**src/rtl/stream_mux_pkg.sv**
```systemverilog
// Shared types and arbitration helper for the N-channel stream mux.
package stream_mux_pkg;

    typedef enum logic {
        MODE_FIXED = 1'b0,
        MODE_RR    = 1'b1
    } mux_mode_e;

    localparam int MAX_CH = 64;

    // First set request searching upward from ptr+1 with wrap; -1 if none.
    function automatic int rr_first(
        input logic [MAX_CH-1:0] req,
        input int                n,
        input int                ptr
    );
        int res;
        int j;
        res = -1;
        for (int k = MAX_CH; k >= 1; k--) begin
            if (k <= n) begin
                j = ptr + k;
                if (j >= n) j = j - n;
                if (req[j]) res = j;
            end
        end
        return res;
    endfunction

endpackage

```
**src/rtl/stream_mux_n_arb.sv**
```systemverilog
// Combinational round-robin arbiter for stream_mux_n.
module rr_arbiter
    import stream_mux_pkg::*;
#(
    parameter  int N_CH  = 4,
    localparam int SEL_W = $clog2(N_CH)
) (
    input  logic [N_CH-1:0]  req,
    input  logic [SEL_W-1:0] ptr,
    output logic [SEL_W-1:0] gnt_idx,
    output logic             gnt_vld
);

    int first;

    assign first   = rr_first(MAX_CH'(req), N_CH, int'(ptr));
    assign gnt_vld = (first >= 0);
    assign gnt_idx = gnt_vld ? SEL_W'(first) : '0;

endmodule

```
**src/rtl/stream_mux_n.sv**
```systemverilog
// Registered N:1 stream mux with fixed-select and round-robin modes.
module stream_mux_n
    import stream_mux_pkg::*;
#(
    parameter  int N_CH  = 4,
    parameter  int WIDTH = 8,
    localparam int SEL_W = $clog2(N_CH)
) (
    input  logic                  clk,
    input  logic                  rst_n,
    input  logic                  mode,
    input  logic [SEL_W-1:0]      sel,
    input  logic [N_CH-1:0]       in_valid,
    input  logic [N_CH*WIDTH-1:0] in_data,
    output logic [N_CH-1:0]       in_ready,
    output logic                  out_valid,
    output logic [WIDTH-1:0]      out_data,
    output logic [SEL_W-1:0]      out_ch,
    input  logic                  out_ready
);

    logic             load_en;
    logic             grant_vld;
    logic             fixed_vld;
    logic             rr_vld;
    logic [SEL_W-1:0] grant;
    logic [SEL_W-1:0] rr_idx;
    logic [SEL_W-1:0] rr_ptr;
    logic [WIDTH-1:0] grant_data;

    rr_arbiter #(
        .N_CH    (N_CH)
    ) u_arb (
        .req     (in_valid),
        .ptr     (rr_ptr),
        .gnt_idx (rr_idx),
        .gnt_vld (rr_vld)
    );

    always_comb begin
        fixed_vld  = 1'b0;
        grant_data = '0;
        in_ready   = '0;
        // An out-of-range sel matches no channel, so it never grants.
        for (int i = 0; i < N_CH; i++) begin
            if (sel == SEL_W'(i)) fixed_vld = in_valid[i];
        end
        grant     = (mode == MODE_RR) ? rr_idx : sel;
        grant_vld = (mode == MODE_RR) ? rr_vld : fixed_vld;
        load_en   = !out_valid || out_ready;
        for (int i = 0; i < N_CH; i++) begin
            if (grant == SEL_W'(i)) begin
                grant_data  = in_data[i*WIDTH +: WIDTH];
                in_ready[i] = rst_n && load_en && grant_vld;
            end
        end
    end

    always_ff @(posedge clk) begin
        if (!rst_n) begin
            out_valid <= 1'b0;
            out_data  <= '0;
            out_ch    <= '0;
            rr_ptr    <= SEL_W'(N_CH - 1);
        end else if (load_en && grant_vld) begin
            out_valid <= 1'b1;
            out_data  <= grant_data;
            out_ch    <= grant;
            if (mode == MODE_RR) rr_ptr <= grant;
        end else if (out_ready) begin
            out_valid <= 1'b0;
        end
    end

endmodule

```
**config.mk**
```make
export PLATFORM = sky130hd
export DESIGN_NAME = stream_mux_n
export DESIGN_NICKNAME = d
export VERILOG_FILES = /design/src/rtl/stream_mux_pkg.sv /design/src/rtl/stream_mux_n_arb.sv /design/src/rtl/stream_mux_n.sv
export SDC_FILE = /design/constraint.sdc
export NUM_CORES = 1
export LEC_CHECK = 0
export CAP_MARGIN = 0
export CORE_MARGIN = 2
export CORE_UTILIZATION = 35
export DETAILED_ROUTE_END_ITERATION = 7
export PLACE_DENSITY = 0.71
export SLEW_MARGIN = 0
export SYNTH_ARGS = -nofsm -noshare
export SYNTH_HDL_FRONTEND = slang
export SYNTH_SLANG_ARGS = --single-unit
```
**constraint.sdc**
```tcl
create_clock -name clk -period 3.31 [get_ports clk]
set_input_delay 0.331 -clock clk [delete_from_list [all_inputs] [get_ports clk]]
set_output_delay 0.331 -clock clk [all_outputs]
set_load 0.01 [all_outputs]
```
---- After elaboration in Yosys (flattened, before gate mapping) ----
Cells that the tools add are included.
cells by class
  add/subtract/negate cells ............... 8
  multiply operators ...................... 0
  divide/modulo/power cells ............... 0
  $lt $le $gt $ge ......................... 9
  equal/unequal tests ..................... 6
  shifts and indexed selects .............. 0
  multiplexer cells ....................... 37
  bitwise gates (word level) .............. 0
  reduce and logical (&&, ||, !) cells .... 9
operators with widths
  cell                                                                number
  two-way mux 32 bit                                                  8
  greater-or-equal comparator 32 x 4 -> 1 bit, second input constant  4
  less-than comparator 32 x 8 -> 1 bit, second input constant         4
  subtractor 32 x 4 -> 32 bit, second input constant                  4
  greater-or-equal comparator 32 x 1 -> 1 bit, second input constant  1
  two-way mux 8 bit                                                   4
  binary-select mux 1 bit (select 6 bit)                              4
  two-way mux 1 bit                                                   19
  == test 2 bit, second input constant                                4
  adder 2 x 2 -> 3 bit, second input constant                         2
  adder 2 x 3 -> 4 bit, second input constant                         1
  == test 2 x 1 -> 1 bit, second input constant                       2
  logical NOT 2 bit                                                   2
  two-way mux 2 bit                                                   2
  adder 2 x 1 -> 3 bit, second input constant                         1
  logical AND 1 bit                                                   3
  AND reduction 2 bit                                                 1
  nonzero test 2 bit                                                  1
  logical NOT 1 bit                                                   1
  logical OR 1 bit                                                    1
word-level totals
  register bits ........................... 13
  bits in latches ......................... 0
  RAM bits ................................ 0
  ROM bits ................................ 0
  bits of input ports ..................... 42
  output and inout bits ................... 15
  logic and storage cells ................. 73
  memories ................................ 0

---- Longest topological paths before layout ----
Gate-level depths: netlist (run 1).
  depth after elaboration ................. 18
  gate-level depth with buffers ........... 10
  depth with buffers taken out ............ 8

---- By module ----
From an unflattened synthesis (run 1), not the netlist that was laid out.
second synthesis, totals
  cell total of the unflattened synthesis .. 94
  area, all modules ....................... 1023.5 µm²
by module, submodules not included
  module        times used  cells each  area an instance (µm²)  sequential area each (µm²)
  stream_mux_n  1           57          747.0                   260.2
  rr_arbiter    1           37          276.5                   0.0

---- Worst setup path after synthesis (run 1) ----
No wires, ideal clock.
  path kind ............................... register -> output
  start ................................... register rr_ptr[0]
  end ..................................... output in_ready[0]
  arrival time ............................ 2.683 ns
  data required time ...................... 2.979 ns
  path slack .............................. 0.296 ns
  stages on the path, launching flop included .. 10
  buffers on the path ..................... 2
  path through ............................ dfxtp_1 > buf_2 > inv_1 > ha_1 > mux4_2 > and2_4 > o31ai_4 > a221o_2 > buf_6 > nor2b_1
on the way
  word-level cells in the longest chain between the ends .. 15
  elaborated cells between the ends (all ways) .. 39
  those cells by class .................... add/sub: 8; order compare: 5; mux: 24; reduce/logical: 2
RTL lines
  element                                                                                     RTL line                RTL
  start: declaration                                                                          stream_mux_n.sv:28      logic [SEL_W-1:0] rr_ptr;
  start signal: assignment                                                                    stream_mux_n.sv:64      rr_ptr <= SEL_W'(N_CH - 1);
  start signal: assignment                                                                    stream_mux_n.sv:69      if (mode == MODE_RR) rr_ptr <= grant;
  adder 2 x 3 -> 4 bit                                                                        stream_mux_pkg.sv:22    j = ptr + k;
  subtractor 32 x 4 -> 32 bit or greater-or-equal comparator 32 x 4 -> 1 bit (tied branches)  stream_mux_pkg.sv:23    if (j >= n) j = j - n;
  two-way mux 32 bit                                                                          stream_mux_pkg.sv:23
  binary-select mux 1 bit (select 6 bit)                                                      stream_mux_pkg.sv:24    if (req[j]) res = j;
  two-way mux 1 bit (implied by the code) (2 in series)                                       stream_mux_pkg.sv:24
  two-way mux 32 bit (3 in series)                                                            stream_mux_pkg.sv:24
  two-way mux 32 bit (*)                                                                      stream_mux_pkg.sv:24
  greater-or-equal comparator 32 x 1 -> 1 bit                                                 stream_mux_n_arb.sv:17  assign gnt_vld = (first >= 0);
  two-way mux 2 bit                                                                           stream_mux_n_arb.sv:18  assign gnt_idx = gnt_vld ? SEL_W'(first) : '0;
  two-way mux 2 bit                                                                           stream_mux_n.sv:48      grant = (mode == MODE_RR) ? rr_idx : sel;
  logical NOT 2 bit                                                                           stream_mux_n.sv:52      if (grant == SEL_W'(i)) begin
  two-way mux 1 bit (*)                                                                       stream_mux_n.sv:52
  end: declaration                                                                            stream_mux_n.sv:15      output logic [N_CH-1:0] in_ready,
Every way passes the cells marked *; elsewhere a longest branch is shown, timed or not. The select of a mux whose other input is x is not followed.

---- Final worst setup path (run 1) ----
Ends and elaborated chain as after synthesis.

==> results.yml, run 1 <==
outcome:
  status: "completed"
timing:
  tightest_slew_ps: 444
  fmax_mhz: 310
  rsz0062_at_grt: "yes"
  finalCriticalPeriod_ps: 3220
  finalHoldViolations: 0
  setup_viol: 0
  slew_headroom: 0.704
  maxSlewViolCount: 0
  fin_crit_sh: 0.974
  skew_ps: 1.95
yosys:
  postSynthCellCount: 126
  yosys_warnings: 0
  ys_types: 33
  synth_edf_count: 0
  ys_async_sr_fraction: 0
  synth_area_leader_cell: "dfxtp_1"
  yosysSeqAreaShare: 0.226
  synth.most_common_cell: "mux2i_1"
  syn_area_um2: 1150
  syn_nets: 173
  avgSynthCellArea_um2: 9.15
  synth_seq_cells: 13
  synthFlopType: "dfxtp_1"
  synth_top_area_frac: 0.226
  synth_area_leaders: "dfxtp_1, mux2i_1, mux2_2"
  synth_common_cells: "mux2i_1, nand2_1, dfxtp_1"
pwr:
  p_seq_frac: 0.238
  swShare: 0.379
  pwr-share-clk: 0.104
  max-vdd-ir-drop_uv: 290
  power.static_leakage_uw: 0.000813
  totalPowerFinal_uw: 910
  switchingPower_uw: 345
  internal-power_uw: 565
  p_comb_frac: 0.658
  power_density_nw_per_um2: 487
critical_path:
  crit_path_end: "in_ready[0]"
  cp.depth: 10
  rrSetupSlack_ps: 500
  crit_path_start_kind: "register"
  r2r-end: "out_data[4]$_SDFFE_PN0P_"
  crit_buf_inv: 3
  critPathMaxStageDelay_ps: 500
  end_kind: "output port"
  cp.required_ps: 2980
  path_cells: "inv_1, ha_4, mux4_2, and2_4, o31ai_4, a211oi_2, o211ai_1, buf_4, nor2b_1, dlygate4sd2_1"
  reg2reg_depth: 9
  crit_fanout: 6
  cp_data_arrival_time_ps: 2890
  path_class: "reg2out"
  path_delay_family: "compound AO/OA/AOI/OAI gates"
  crit_path_start: "rr_ptr[0]$_SDFFE_PN1P_"
  r2r-start: "rr_ptr[0]$_SDFFE_PN1P_"
  crit_slowest_cell: "mux4_2"
global_route:
  grt_pass1_vias: 1199
  grt_pass1_wl_um: 5240
  antenna_found_initial: 0
  overflow: 0
  grt_max_degree: 14
  grt_usage: 0.183
finish:
  diodes: 0
  final_cells: 239
  drive_gt1_frac: 0.169
  final_nets: 243
  area_growth_syn_to_layout_pct: 62.1
  final_util: 0.602
  fill_cells: 298
floorplan:
  rows: 20
  die_h_um: 61.4
  die_w_um: 61.4
  start_util: 0.371
  dieArea_um2: 3770
  core_um2: 3100
  io_pins: 57
clock_tree:
  path_clk_slew_ps: 70
  cts-buffers-inserted: 3
  cts_hold_buf: 0
  cts_sinks: 13
  cts-root-buf: "clkbuf_4"
  htreeDepth: 1
  insertion_delay_ps: 270
  tritoncts: "yes"
  clock_path_buffers: 2
hold_path:
  min_from: "out_data[1]$_SDFFE_PN0P_"
  hold_path.class: "reg2reg"
detailed_routing:
  via_count: 1236
  ant_nets: 0
  first_iter_violations: 45
  wl_per_cell_um: 13.7
  dr.pass1.iters: 4
  drt-total-wl_um: 3280
  drc: 0
  vias_per_cell: 5.17
place:
  dp.cells: 233
  hpwl_um: 2730
  place.gp.congestion: 0.777
  port_buffers: 56
flow_run:
  maxCapViolCount: 0
==> flip-flops by register name (all words and copies together) (netlist names) <==
signal / count
out_ch: 2
out_valid: 1
rr_ptr: 2
out_data: 8
==> routing by layer <==
metal  part of all wire  global-route usage  vias to the layer above
li1                   -                   -                      618
met5                  0                   0                        -
met2               0.51               0.301                       28
met4             0.0064              0.0395                        0
met3              0.042              0.0462                        2
met1               0.44               0.243                      588
==> cell families (layout without fill, tap and decap cells) <==
family                   count (synthesis)  after routing  synth area share
multiplexers                            27             27             0.253
buffers and inverters                    8             77            0.0478
flip-flops                              13             13             0.226
adder cells (fa/ha/maj)                  5              5            0.0543
AO/OA/AOI/OAI                           36             36             0.267
AND/OR/NAND/NOR                         37             37             0.152
==> worst min-delay path by stage <==
| stage | cells past startpoint | slack [ps] | endpoint |
|---|---|---|---|
| after floorplan | 1 | 410 | rr_ptr[0]$_SDFFE_PN1P_ |
| after global placement | 2 | 440 | out_data[1]$_SDFFE_PN0P_ |
| after detailed placement | 2 | 450 | out_data[1]$_SDFFE_PN0P_ |
| after CTS | 2 | 470 | out_data[1]$_SDFFE_PN0P_ |
| after global routing | 2 | 510 | out_data[4]$_SDFFE_PN0P_ |
| final | 2 | 480 | out_data[1]$_SDFFE_PN0P_ |
==> per-stage QoR <==
step           setup slack, ps  instance area (um^2)  TNS [ps]  hold WS, ps
5_1_grt                  -53.5                  1870     -55.5          506
6_report                  85.8                  1870         0          475
3_3_place_gp               118                  1810         0          445
3_5_place_dp              86.4                  1810         0          452
4_1_cts                   2.57                  1850         0          475
2_1_floorplan              296                  1150         0          407
==> layout by cell type (no fill, tap or decap), types with 3 or more instances in the layout <==
| cell | count |
|---|---|
| nand2b_1 | 3 |
| nor3_1 | 3 |
| o211ai_1 | 4 |
| clkbuf_4 | 3 |
| dfxtp_1 | 11 |
| a21oi_1 | 6 |
| nor2b_1 | 3 |
| clkdlybuf4s50_1 | 52 |
| dlygate4sd2_1 | 3 |
| o221ai_1 | 8 |
| nor2_1 | 7 |
| ha_1 | 4 |
| o21ai_0 | 3 |
| mux2_2 | 7 |
| buf_4 | 12 |
| inv_1 | 4 |
| nand2_1 | 15 |
| mux2i_1 | 19 |
| and2_1 | 3 |
==> cell type report <==
type	count	area, um^2	area share
inverter	5	18.8	0.0100
timing repair buffer	68	649	0.348
clock buffer	4	26.3	0.0141
tap	44	55.1	0.0295
sequential	13	263	0.141
multi-input combinational	105	856	0.458
==> timing repair <==
item | 4_1_cts | 5_1_grt
setup endpoints to repair | 4 | 1
resized for setup | 7 | 4
setup buffers | 0 | 2
pin swaps | 4 | 4
==> worst reg2reg max path: stages (launching register included) <==
cell	delay, ps
dfxtp_2	330
inv_1	70
ha_4	310
mux4_2	500
and2_4	200
o31ai_4	370
a221o_2	290
buf_4	260
mux2i_1	240
o221ai_1	130
==> power groups by stage <==
stage | logic (uW) | clock network [uW] | registers [uW]
after floorplan | 364 | 0 | 237
after global placement | 572 | 0 | 217
after detailed placement | 581 | 0 | 218
after CTS | 593 | 100 | 216
after global routing | 654 | 108 | 222
final | 599 | 94.4 | 217
Power figures use the tool's default switching activity.
==> run 2, diff against run 1 <==
--- a/config.mk
+++ b/config.mk
@@ -9,7 +9,7 @@
 export CORE_MARGIN = 2
 export CORE_UTILIZATION = 35
 export DETAILED_ROUTE_END_ITERATION = 7
-export PLACE_DENSITY = 0.71
+export PLACE_DENSITY = 0.69
 export SLEW_MARGIN = 0
 export SYNTH_ARGS = -nofsm -noshare
 export SYNTH_HDL_FRONTEND = slang
==> constraint.sdc (replaced) <==
create_clock -name clk -period 3.31 [get_ports clk]
set_input_delay 0.662 -clock clk [delete_from_list [all_inputs] [get_ports clk]]
set_output_delay 0.662 -clock clk [all_outputs]
set_load 0.01 [all_outputs]
==> results.yml, run 2 (synthesis results as in run 1) <==
hold_path:
  hold_path.class: "reg2reg"
timing:
  setup_ws_ps: -31.1
  fin_crit_sh: 1.01
  tightest_slew_ps: 365
  rsz0062_at_grt: "yes"
  maxSlewViolCount: 0
  finalHoldViolations: 0
  setup_viol: 4
  fmax_mhz: 299
  slew_headroom: 0.750
  skew_ps: 9.36
  finalCriticalPeriod_ps: 3340
detailed_routing:
  drt-total-wl_um: 3840
  via_count: 1357
  wl_per_cell_um: 14.7
  ant_nets: 0
  drc: 0
  vias_per_cell: 5.20
  first_iter_violations: 50
  dr.pass1.iters: 4
clock_tree:
  htreeDepth: 1
  insertion_delay_ps: 290
  clock_path_buffers: 2
  cts-buffers-inserted: 3
  cts_sinks: 13
  path_clk_slew_ps: 90
  cts_hold_buf: 0
  cts-root-buf: "clkbuf_4"
  tritoncts: "yes"
critical_path:
  cp_data_arrival_time_ps: 2680
  end_kind: "output port"
  crit_path_start_kind: "register"
  path_class: "reg2out"
  crit_fanout: 5
  cp.required_ps: 2650
global_route:
  grt_usage: 0.210
  grt_max_degree: 14
  antenna_found_initial: 0
  grt_pass1_wl_um: 5910
  overflow: 0
  grt_pass1_vias: 1300
place:
  port_buffers: 56
  hpwl_um: 3020
  dp.cells: 248
  place.gp.congestion: 0.790
  place_ws_ps: -551
finish:
  final_util: 0.651
  final_common_cell: "clkdlybuf4s50_1"
  area_growth_syn_to_layout_pct: 75.2
  final_nets: 265
  final_cells: 261
  largest_reg_flops: 8
  diodes: 0
  fill_cells: 278
  regMostFlops: "out_data"
  top_regs: "out_data x8, out_ch x2, rr_ptr x2"
  drive_gt1_frac: 0.286
  most-common-layout-cells: "clkdlybuf4s50_1, buf_4, mux2i_1, nand2_1, dfxtp_1"
pwr:
  max-vdd-ir-drop_uv: 255
  power.static_leakage_uw: 0.000910
  totalPowerFinal_uw: 997
  power_density_nw_per_um2: 494
outcome:
  violations: "negative setup slack"
  status: "finished with violations"
floorplan:
  dieArea_um2: 3770
  die_w_um: 61.4
  start_util: 0.371
  die_h_um: 61.4
  io_pins: 57
  rows: 20
  core_um2: 3100
flow_run:
  maxCapViolCount: 0
-- run 2: cell types whose count changed in the layout (fill, tap and decap cells not counted), sizes merged --
cell	change
clkbuf	-1
clkinv	+1
dlygate4sd2	+2
dlymetal6s2s	-1
clkdlybuf4s50	-5
buf	+26
-- run 2: final timing paths --
path,start,end,slack [ps],depth (start not counted)
worst max register to register,rr_ptr[1]$_SDFFE_PN1P_,out_data[2]$_SDFFE_PN0P_,390,10
worst min-delay path,out_data[7]$_SDFFE_PN0P_,out_data[7]$_SDFFE_PN0P_,480,2
worst max-delay path,rr_ptr[1]$_SDFFE_PN1P_,in_ready[0],-30,10
worst min register to register,out_data[7]$_SDFFE_PN0P_,out_data[7]$_SDFFE_PN0P_,480,2
-- run 2: power breakdown --
group / switching, uW / total, uW / internal, uW
Combinational: 300 / 673 / 373
Clock: 59.9 / 105 / 45.0
Sequential: 21.9 / 219 / 197
Total: 382 / 997 / 615
-- run 2: through the flow --
| step | hold WS, ps | area [um^2] | setup TNS, ps |
|---|---|---|---|
| after detailed placement | 453 | 1940 | -2160 |
| after global placement | 448 | 1940 | -1930 |
| after global routing | 497 | 2020 | -417 |
| after floorplan | 503 | 1170 | 0 |
| after CTS | 475 | 1980 | -49.2 |
| final | 477 | 2020 | -61.9 |
-- run 2: critical path: stages (launching register included) --
cell and delay (ps):
dfxtp_2 340, inv_2 50, ha_4 290, mux4_2 490, and2_4 190, o31ai_4 350, buf_4 180, o211ai_1 90
buf_4 170, nor2b_2 90, buf_2 140
-- run 2: area by class of cell --
class                           instances  area [um^2]  area share
Clock inverter                          1         5.00     0.00248
Inverter                                5         18.8     0.00929
Clock buffer                            3         22.5      0.0112
Multi-Input combinational cell        105          860       0.426
Sequential cell                        13          263       0.130
Timing Repair Buffer                   90          796       0.394
Tap cell                               44         55.1      0.0273
-- run 2: repair_timing --
action / CTS / global route
gates cloned: 0 / 0
gates resized for setup: 22 / 5
setup endpoints to repair: 4 / 3
pin swaps: 7 / 4
buffers inserted: 5 / 4
-- run 2: routing by layer --
metal | part of all wire | up-vias | routed length [um] | track usage
met1 | 0.42 | 640 | 1630 | 0.262
met2 | 0.53 | 48 | 2030 | 0.372
met4 | 0.012 | 0 | 48 | 0.0608
met3 | 0.036 | 8 | 137 | 0.0357
met5 | 0 | - | 0 | 0
li1 | - | 661 | - | -
==> run 3, diff against run 2 <==
--- a/config.mk
+++ b/config.mk
@@ -9,6 +9,7 @@
 export CORE_MARGIN = 2
 export CORE_UTILIZATION = 35
 export DETAILED_ROUTE_END_ITERATION = 7
+export GPL_ROUTABILITY_DRIVEN = 0
 export PLACE_DENSITY = 0.69
 export SLEW_MARGIN = 0
 export SYNTH_ARGS = -nofsm -noshare
==> results of run 3 <==
Final layout, timing and power as in run 2 (identical DEF).
